$ cat config.mk
export PLATFORM = sky130hd
export DESIGN_NAME = frame_tx
export DESIGN_NICKNAME = d
export VERILOG_FILES = /design/src/rtl/frame_tx.sv
export SDC_FILE = /design/constraint.sdc
export NUM_CORES = 1
export LEC_CHECK = 0
export ABC_AREA = 1
export CAP_MARGIN = 15
export CORE_ASPECT_RATIO = 1.2
export CORE_MARGIN = 3
export CORE_UTILIZATION = 57
export DETAILED_ROUTE_END_ITERATION = 10
export PLACE_DENSITY_LB_ADDON = 0.05
export SLEW_MARGIN = 20
export SYNTH_ARGS = -nofsm -noshare
export SYNTH_HDL_FRONTEND = slang
export SYNTH_SLANG_ARGS = --single-unit
export TNS_END_PERCENT = 30
$ cat constraint.sdc
create_clock -name clk -period 4.3 [get_ports clk]
set_clock_uncertainty 0.2 [all_clocks]
set_input_delay 0.645 -clock clk [delete_from_list [all_inputs] [get_ports clk]]
set_output_delay 0.645 -clock clk [all_outputs]
set_load 0.02 [all_outputs]
$ cat src/rtl/frame_tx.sv
// -----------------------------------------------------------------------------
// frame_tx
//   Transmit side of the variant string protocol. A start request latches two
//   operands and a math-symbol selector, then emits the frame
//     0x00 '{' <op_a hex> <symbol> <op_b hex> '}' 0x00
//   one byte at a time over a valid/ready byte stream.
//
// Parameters
//   HEX_DIGITS  hex characters per operand (operand width = 4*HEX_DIGITS)
//   LOWER_HEX   1: digits A-F sent as 'a'-'f'; 0: sent as 'A'-'F'
//
// Ports
//   clk       clock, all state on the rising edge
//   rst       asynchronous reset, active-low
//   start     frame request, accepted only while busy=0
//   op_a      first operand, latched on accepted start
//   op_b      second operand, latched on accepted start
//   op_sel    symbol select (+ - * / \ = < >), latched on accepted start
//   tx_data   current byte (registered)
//   tx_valid  tx_data holds a byte to transfer
//   tx_ready  sink accepts the byte; a transfer is tx_valid & tx_ready
//   busy      frame in progress
//   done      one-cycle pulse in the cycle after the final byte transfers
// -----------------------------------------------------------------------------
module frame_tx #(
  parameter int HEX_DIGITS = 4,
  parameter bit LOWER_HEX  = 1'b0
) (
  input  logic                    clk,
  input  logic                    rst,
  input  logic                    start,
  input  logic [4*HEX_DIGITS-1:0] op_a,
  input  logic [4*HEX_DIGITS-1:0] op_b,
  input  logic [2:0]              op_sel,
  output logic [7:0]              tx_data,
  output logic                    tx_valid,
  input  logic                    tx_ready,
  output logic                    busy,
  output logic                    done
);

  localparam int             W      = 4 * HEX_DIGITS;
  localparam int             K_W    = (HEX_DIGITS > 1) ? $clog2(HEX_DIGITS) : 1;
  localparam logic [K_W-1:0] K_LAST = K_W'(HEX_DIGITS - 1);

  typedef enum logic [2:0] {
    S_IDLE, S_SOF, S_OPEN, S_HEXA, S_OP, S_HEXB, S_CLOSE, S_EOF
  } state_t;

  state_t         state;
  logic [K_W-1:0] k;       // digit position within the current operand, 0 = MS
  logic [W-1:0]   a_q;
  logic [W-1:0]   b_q;
  logic [2:0]     sel_q;
  logic           xfer;

  // The only combinational use of tx_ready: it gates the advance, never data.
  assign xfer = tx_valid & tx_ready;

  // ASCII hex digit. Letters use (base - 10) so that n=10 maps to 'A'/'a'.
  function automatic logic [7:0] hex_char(input logic [3:0] n);
    if (n < 4'd10) return 8'h30 + {4'h0, n};
    return (LOWER_HEX ? 8'h57 : 8'h37) + {4'h0, n};
  endfunction

  // Nibble at digit position p counted from the most significant end.
  function automatic logic [3:0] nibble_ms(input logic [W-1:0]   v,
                                           input logic [K_W-1:0] p);
    logic [K_W-1:0] idx;
    logic [W-1:0]   s;
    idx = K_LAST - p;
    s   = v >> {idx, 2'b00};
    return s[3:0];
  endfunction

  function automatic logic [7:0] symbol(input logic [2:0] sel);
    case (sel)
      3'd0:    return 8'h2B;  // +
      3'd1:    return 8'h2D;  // -
      3'd2:    return 8'h2A;  // *
      3'd3:    return 8'h2F;  // /
      3'd4:    return 8'h5C;  // backslash
      3'd5:    return 8'h3D;  // =
      3'd6:    return 8'h3C;  // <
      default: return 8'h3E;  // >
    endcase
  endfunction

  // tx_data is loaded with the byte of the state being entered, so the byte
  // on the bus always belongs to the current state and stays put on a stall.
  // NOTE: sequential state uses non-blocking assignments only, so every
  // register sees the pre-edge value of every other register in this block.
  always_ff @(posedge clk or negedge rst) begin
    if (!rst) begin
      // NOTE: the operand registers are plain flops, so they are reset along
      // with the control state; a mid-frame reset drops the frame entirely.
      state    <= S_IDLE;
      k        <= '0;
      a_q      <= '0;
      b_q      <= '0;
      sel_q    <= '0;
      tx_data  <= 8'h00;
      tx_valid <= 1'b0;
      busy     <= 1'b0;
      done     <= 1'b0;
    end else begin
      done <= 1'b0;
      case (state)
        S_IDLE: begin
          if (start) begin
            a_q      <= op_a;
            b_q      <= op_b;
            sel_q    <= op_sel;
            state    <= S_SOF;
            tx_data  <= 8'h00;
            tx_valid <= 1'b1;
            busy     <= 1'b1;
          end
        end
        S_SOF: if (xfer) begin
          state   <= S_OPEN;
          tx_data <= 8'h7B;
        end
        S_OPEN: if (xfer) begin
          state   <= S_HEXA;
          k       <= '0;
          tx_data <= hex_char(nibble_ms(a_q, '0));
        end
        S_HEXA: if (xfer) begin
          if (k == K_LAST) begin
            state   <= S_OP;
            tx_data <= symbol(sel_q);
          end else begin
            k       <= k + 1'b1;
            tx_data <= hex_char(nibble_ms(a_q, k + 1'b1));
          end
        end
        S_OP: if (xfer) begin
          state   <= S_HEXB;
          k       <= '0;
          tx_data <= hex_char(nibble_ms(b_q, '0));
        end
        S_HEXB: if (xfer) begin
          if (k == K_LAST) begin
            state   <= S_CLOSE;
            tx_data <= 8'h7D;
          end else begin
            k       <= k + 1'b1;
            tx_data <= hex_char(nibble_ms(b_q, k + 1'b1));
          end
        end
        S_CLOSE: if (xfer) begin
          state   <= S_EOF;
          tx_data <= 8'h00;
        end
        S_EOF: if (xfer) begin
          state    <= S_IDLE;
          tx_data  <= 8'h00;
          tx_valid <= 1'b0;
          busy     <= 1'b0;
          done     <= 1'b1;
        end
        default: state <= S_IDLE;
      endcase
    end
  end

endmodule

==> results of run 1 <==
## sequential cells by signal, indices dropped and copies added, names as in the netlist
register	cells
sel_q	3
state	3
a_q	16
k	2
b_q	16
busy	1
tx_data	7
done	1
## worst paths after layout
path,from,to,slack (ps),depth (start not counted)
worst max register to register,k[0]$_DFFE_PN0P_,tx_data[2]$_DFFE_PN0P_,1650,12
min in group clk,tx_data[2]$_DFFE_PN0P_,tx_data[2]$_DFFE_PN0P_,290,2
worst min-delay path,rst,busy$_DFFE_PN0P_,140,1
worst max-delay path,k[0]$_DFFE_PN0P_,tx_data[2]$_DFFE_PN0P_,1650,12
max in group asynchronous,rst,b_q[5]$_DFFE_PN0P_,3330,1
worst min register to register,tx_data[2]$_DFFE_PN0P_,tx_data[2]$_DFFE_PN0P_,290,2
## power by group through the flow
stage	Sequential, mW	Clock [mW]	Combinational, mW
4_1_cts	0.862	0.301	1.70
2_1_floorplan	0.826	0	1.36
3_5_place_dp	0.871	0	1.69
5_1_grt	0.889	0.322	1.93
3_3_place_gp	0.863	0	1.67
6_report	0.862	0.294	1.70
## kinds of logic after synthesis
logic type	Yosys count
compound gates	43
xor+xnor	3
fa+ha+maj	5
buf+inv	53
flops	49
mux	21
other cells	1
simple gates	195
## metrics by stage
| step | power, mW | worst slack (ps) | instance area (um^2) | utilization (%) |
|---|---|---|---|---|
| 4_1_cts | 2.86 | 1640 | 3500 | 73.4 |
| 5_1_grt | 3.14 | 1400 | 3500 | 73.4 |
| 2_1_floorplan | 2.19 | 2270 | 2930 | - |
| 3_5_place_dp | 2.56 | 1670 | 3390 | 71.3 |
| 6_report | 2.86 | 1650 | 3500 | 73.4 |
| 3_3_place_gp | 2.54 | 1720 | 3390 | 71.3 |
## area by class of cell
| type | instances | area, um^2 |
|---|---|---|
| timing repair buffer | 49 | 485 |
| multi-input combinational | 268 | 1450 |
| sequential | 49 | 1230 |
| clock inverter | 1 | 5.00 |
| clock buffer | 7 | 96.3 |
| fill | 390 | 1260 |
| tap | 58 | 72.6 |
| inverter | 40 | 160 |
## per-layer routing
layer | share of wire, % | track usage (%) | up-vias | routed length, um
met2 | 48 | 38.4 | 83 | 3150
met3 | 4.0 | 3.71 | 26 | 264
li1 | - | - | 1261 | -
met5 | 0 | 0 | - | 0
met1 | 43 | 28.4 | 1161 | 2830
met4 | 4.8 | 12.0 | 0 | 314
## cell usage in the layout (no fill, tap or decap), types with 2 or more instances in the layout
master / n
xor2_1: 3
nand2_2: 8
o21ai_1: 7
a21oi_1: 21
ha_1: 5
clkdlybuf4s50_1: 47
o21ai_0: 12
mux2_2: 21
clkbuf_8: 7
nor2_4: 2
inv_1: 32
buf_4: 2
nand3_1: 25
nand2_4: 6
inv_2: 6
nand3_2: 4
nor3_1: 6
nor2_1: 38
nand2_1: 100
nand4_1: 3
dfrtp_1: 49
==> results_dict.tcl, run 1 <==
set metrics [dict create \
    status "finished, final reports clean" \
    synth_seq_cells 49 \
    synth_compound_gate_area_share_pct 7.76 \
    grtUsageTotal_pct 23.1 \
    cts_made_buffers 5 \
    port_buffers 48 \
    synth_fp_nets 414 \
    critPathMaxFanout 19 \
    hp-class "in -> async" \
    slowest_delay_ps 630 \
    cts_resized 0 \
    critical_path_class "reg -> reg" \
    setup_viol 0 \
    cp.arrival_ps 2640 \
    cpMostUsedCell "nand2_1" \
    drv_cap 0 \
    path_cells "ha_1 -> inv_4 -> a21oi_1 -> o21ai_0 -> nand2_1 -> ha_1 -> xor2_1 -> nand3b_1 -> nand3_1 -> nand2_1 -> nand2_1 -> nand2_1" \
    netlist_top_cells_area "dfrtp_1 42%, nand2_1 13%, mux2_2 8.1%" \
    synth_area_leader_cell "dfrtp_1" \
    synth_fa_ha_area_share_pct 2.13 \
    grt_pass1_vias 2470 \
    cts_buffer_depth 2 \
    intPower_mw 1.49 \
    cp.required_ps 4300 \
    diodes 0 \
    relSlewSlack_pct 56.4 \
    maxSlewViolCount 0 \
    period_needed_ps 2650 \
    synth_mux_area_share_pct 8.06 \
    switching_share_pct 47.8 \
    synth_top_family_by_area "simple AND/OR/NAND/NOR gates" \
    switchingPower_mw 1.37 \
    clk_latency_ps 300 \
    synth-xor-area-share_pct 0.896 \
    ys_seq_area_share_pct 41.8 \
    power_leakage_nw 1.73 \
    wire_per_inst_um 13.9 \
    async_flop_share_pct 100 \
    die_x_um 71.5 \
    die_y_um 84.6 \
    coreArea_um2 4760 \
    die_area_um2 6050 \
    yosysMostFrequentCell "nand2_1" \
    critical_path.top_delay_family "adder cells" \
    clock-sinks 49 \
    drt-total-wl_mm 6.56 \
    antenna_found_initial 0 \
    power_frac_seq_pct 30.2 \
    cts_root_buffer "clkbuf_8" \
    drt_pre_antenna_iters 4 \
    combPwrFrac_pct 59.6 \
    cp_num_buf_inv 1 \
    postCtsHoldBufs 0 \
    path_clk_slew_ps 90 \
    yosys.area_share.simple_pct 30.5 \
    vias_per_cell 5.36 \
    cts_tree "done" \
    yosysTopAreaCellShare_pct 41.8 \
    cp_slowest_cell "dfrtp_1" \
    power.density_nw_per_um2 818 \
    synth_warnings 0 \
    synth_cell_types 32 \
    overflow 0 \
    finalCritPeriodShare_pct 61.5 \
    fin_nets 457 \
    ant_nets 0 \
    numPlacedInstances 464 \
    p_clk_share_pct 10.3 \
    ys.flop_type "dfrtp_1" \
    netlist_instances 370 \
    vias 2531 \
    synth_commonest_cells "100 x nand2_1, 49 x dfrtp_1, 38 x nor2_1" \
    hold_ws_ps 140 \
    synth_edf_count 0 \
    avgSynthCellArea_um2 7.93 \
    drc_errors 0 \
    rsz0062_at_grt "no" \
    ir_drop_mv 0.417 \
    mappedNetlistArea_um2 2930 \
    drive_gt1_share_pct 15.0 \
    critPathLaunchType "flop" \
    cts_setup_buffers 0 \
    pin_count 50 \
    dp_hpwl_mm 5.10 \
    finalHoldViolCount 0 \
    worst_pin_slew_ps 654 \
    start_util_pct 61.6 \
    fin_cells 472 \
    grt_max_degree 50 \
    end_kind "flop" \
    grt_pass1_wl_mm 11.1 \
    syn_to_final_growth_pct 19.3 \
    drt_iter0_drc 172 \
    setup-tns-final_ps 0 \
    htree_num_levels 2 \
    timing.fmax_mhz 378 \
    routabilityCongestion 0.916 \
    rows 27 \
]
Power figures use the tool's default switching activity.
==> inputs of run 2 (changes only) <==
CORE_UTILIZATION = 53   (was 57)
clock period = 2.7 ns   (was 4.3 ns; I/O delays follow)
==> results_dict.tcl, run 2 (same netlist as run 1, synthesis figures left out) <==
set metrics [dict create \
    power.density_nw_per_um2 1310 \
    power_leakage_nw 1.75 \
    final_area_um2 3550 \
    setup-tns-final_ps 0 \
    drt_pre_antenna_iters 4 \
    largestRegisters "a_q (16), b_q (16), tx_data (7)" \
    drt_iter0_drc 205 \
    coreArea_um2 5330 \
    cts_tree "done" \
    final_common_cell "nand2_1" \
    worst_pin_slew_ps 520 \
    drt-total-wl_mm 6.32 \
    htree_num_levels 2 \
    fin_ws_ps 515 \
    final_cell_mix "100 x nand2_1, 49 x dfrtp_1, 47 x clkdlybuf4s50_1" \
    clk_latency_ps 300 \
    crit_start "k[1]$_DFFE_PN0P_" \
    grtUsageTotal_pct 22.0 \
    drv_cap 0 \
    relSlewSlack_pct 65.3 \
    timing.fmax_mhz 458 \
    syn_to_final_growth_pct 21.0 \
    ant_nets 0 \
    critPathLaunchType "flop" \
    cts_buffer_depth 2 \
    r2r_slack_ps 510 \
    setup_viol 0 \
    finalCritPeriodShare_pct 80.9 \
    wire_per_inst_um 13.2 \
    cts_made_buffers 5 \
    vias 2494 \
    numPlacedInstances 471 \
    rr_startpoint "k[1]$_DFFE_PN0P_" \
    maxSlewViolCount 0 \
    crit_path_end "tx_data[2]$_DFFE_PN0P_" \
    dp_hpwl_mm 4.90 \
    vias_per_cell 5.20 \
    cp.arrival_ps 2220 \
    cts_root_buffer "clkbuf_8" \
    cp.required_ps 2730 \
    ir_drop_mv 0.749 \
    fin_cells 480 \
    r2r_cells 11 \
    routabilityCongestion 0.941 \
    final_util_pct 66.5 \
    period_needed_ps 2190 \
    antenna_found_initial 0 \
    overflow 0 \
    end_kind "flop" \
    drc_errors 0 \
    cts_setup_buffers 0 \
    path_clk_slew_ps 90 \
    hold_ws_ps 284 \
    drive_gt1_share_pct 15.3 \
    hp-class "reg -> reg" \
    start_util_pct 55.0 \
    grt_pass1_vias 2459 \
    die_x_um 73.9 \
    status "finished, final reports clean" \
    finalHoldViolCount 0 \
    critical_path_class "reg -> reg" \
    die_area_um2 6470 \
    fin_nets 461 \
    diodes 0 \
    critPathMaxFanout 7 \
    power_mw 4.65 \
    grt_pass1_wl_mm 11.2 \
    place_area_um2 3420 \
    dp_slack_ps 550 \
    rows 29 \
    clock-sinks 49 \
    r2r_end "tx_data[2]$_DFFE_PN0P_" \
    port_buffers 48 \
    rsz0062_at_grt "no" \
    die_y_um 87.5 \
    grt_max_degree 51 \
    pin_count 50 \
]
-- run 2: cell types whose count changed in the layout (fill, tap and decap cells not counted), sizes merged --
cell,before,now
buf,2,5
bufinv,0,1
clkinv,1,0
dlygate4sd3,0,1
-- run 2: per-layer routing --
metal	vias up	global-route usage [%]	part of all wire (%)
met5	-	0	0
met4	0	6.26	1.9
met3	10	3.46	3.8
met2	57	37.7	50
met1	1157	28.5	44
li1	1270	-	-
-- run 2: worst max-delay path, cell delays in order, from the launching register on --
cell and delay, ps:
dfrtp_1 410, ha_1 340, buf_4 180, nand3_1 110
nand2_1 130, ha_1 210, nand3_1 100, o21ai_0 190
nor2_1 60, nand2_1 70, nand2_1 50, nand2_1 60
-- run 2: worst min-delay path by stage --
stage	start	endpoint	slack (ps)	depth (start not counted)
floorplan	rst	a_q[0]$_DFFE_PN0P_	-90	0
global placement	rst	state[2]$_DFFE_PN0P_	190	1
detailed placement	rst	state[0]$_DFFE_PN0P_	180	1
CTS	tx_data[0]$_DFFE_PN0P_	tx_data[0]$_DFFE_PN0P_	290	2
global route	tx_data[5]$_DFFE_PN0P_	tx_data[5]$_DFFE_PN0P_	320	2
finish	tx_data[0]$_DFFE_PN0P_	tx_data[0]$_DFFE_PN0P_	280	2
-- run 2: timing repair --
action / in CTS / in global routing
hold buffers: 1 / 0
endpoints found under the setup margin: 0 / 0
gates resized for setup: 0 / 0
endpoints found under the hold margin: 19 / 0
-- run 2: final cells by class --
cell class,count,area [um^2]
Clock buffer,7,86.3
Clock inverter,1,30.0
Fill cell,486,1790
Inverter,40,160
Multi-Input combinational cell,268,1450
Sequential cell,49,1230
Tap cell,62,77.6
Timing Repair Buffer,53,515
-- run 2: power breakdown --
group / switching [mW] / leakage [nW] / internal [mW] / total [mW]
clock: 0.241 / 0.0585 / 0.302 / 0.543
sequential: 0.243 / 0.573 / 1.08 / 1.32
combinational: 1.69 / 1.12 / 1.09 / 2.79
total: 2.17 / 1.75 / 2.48 / 4.65
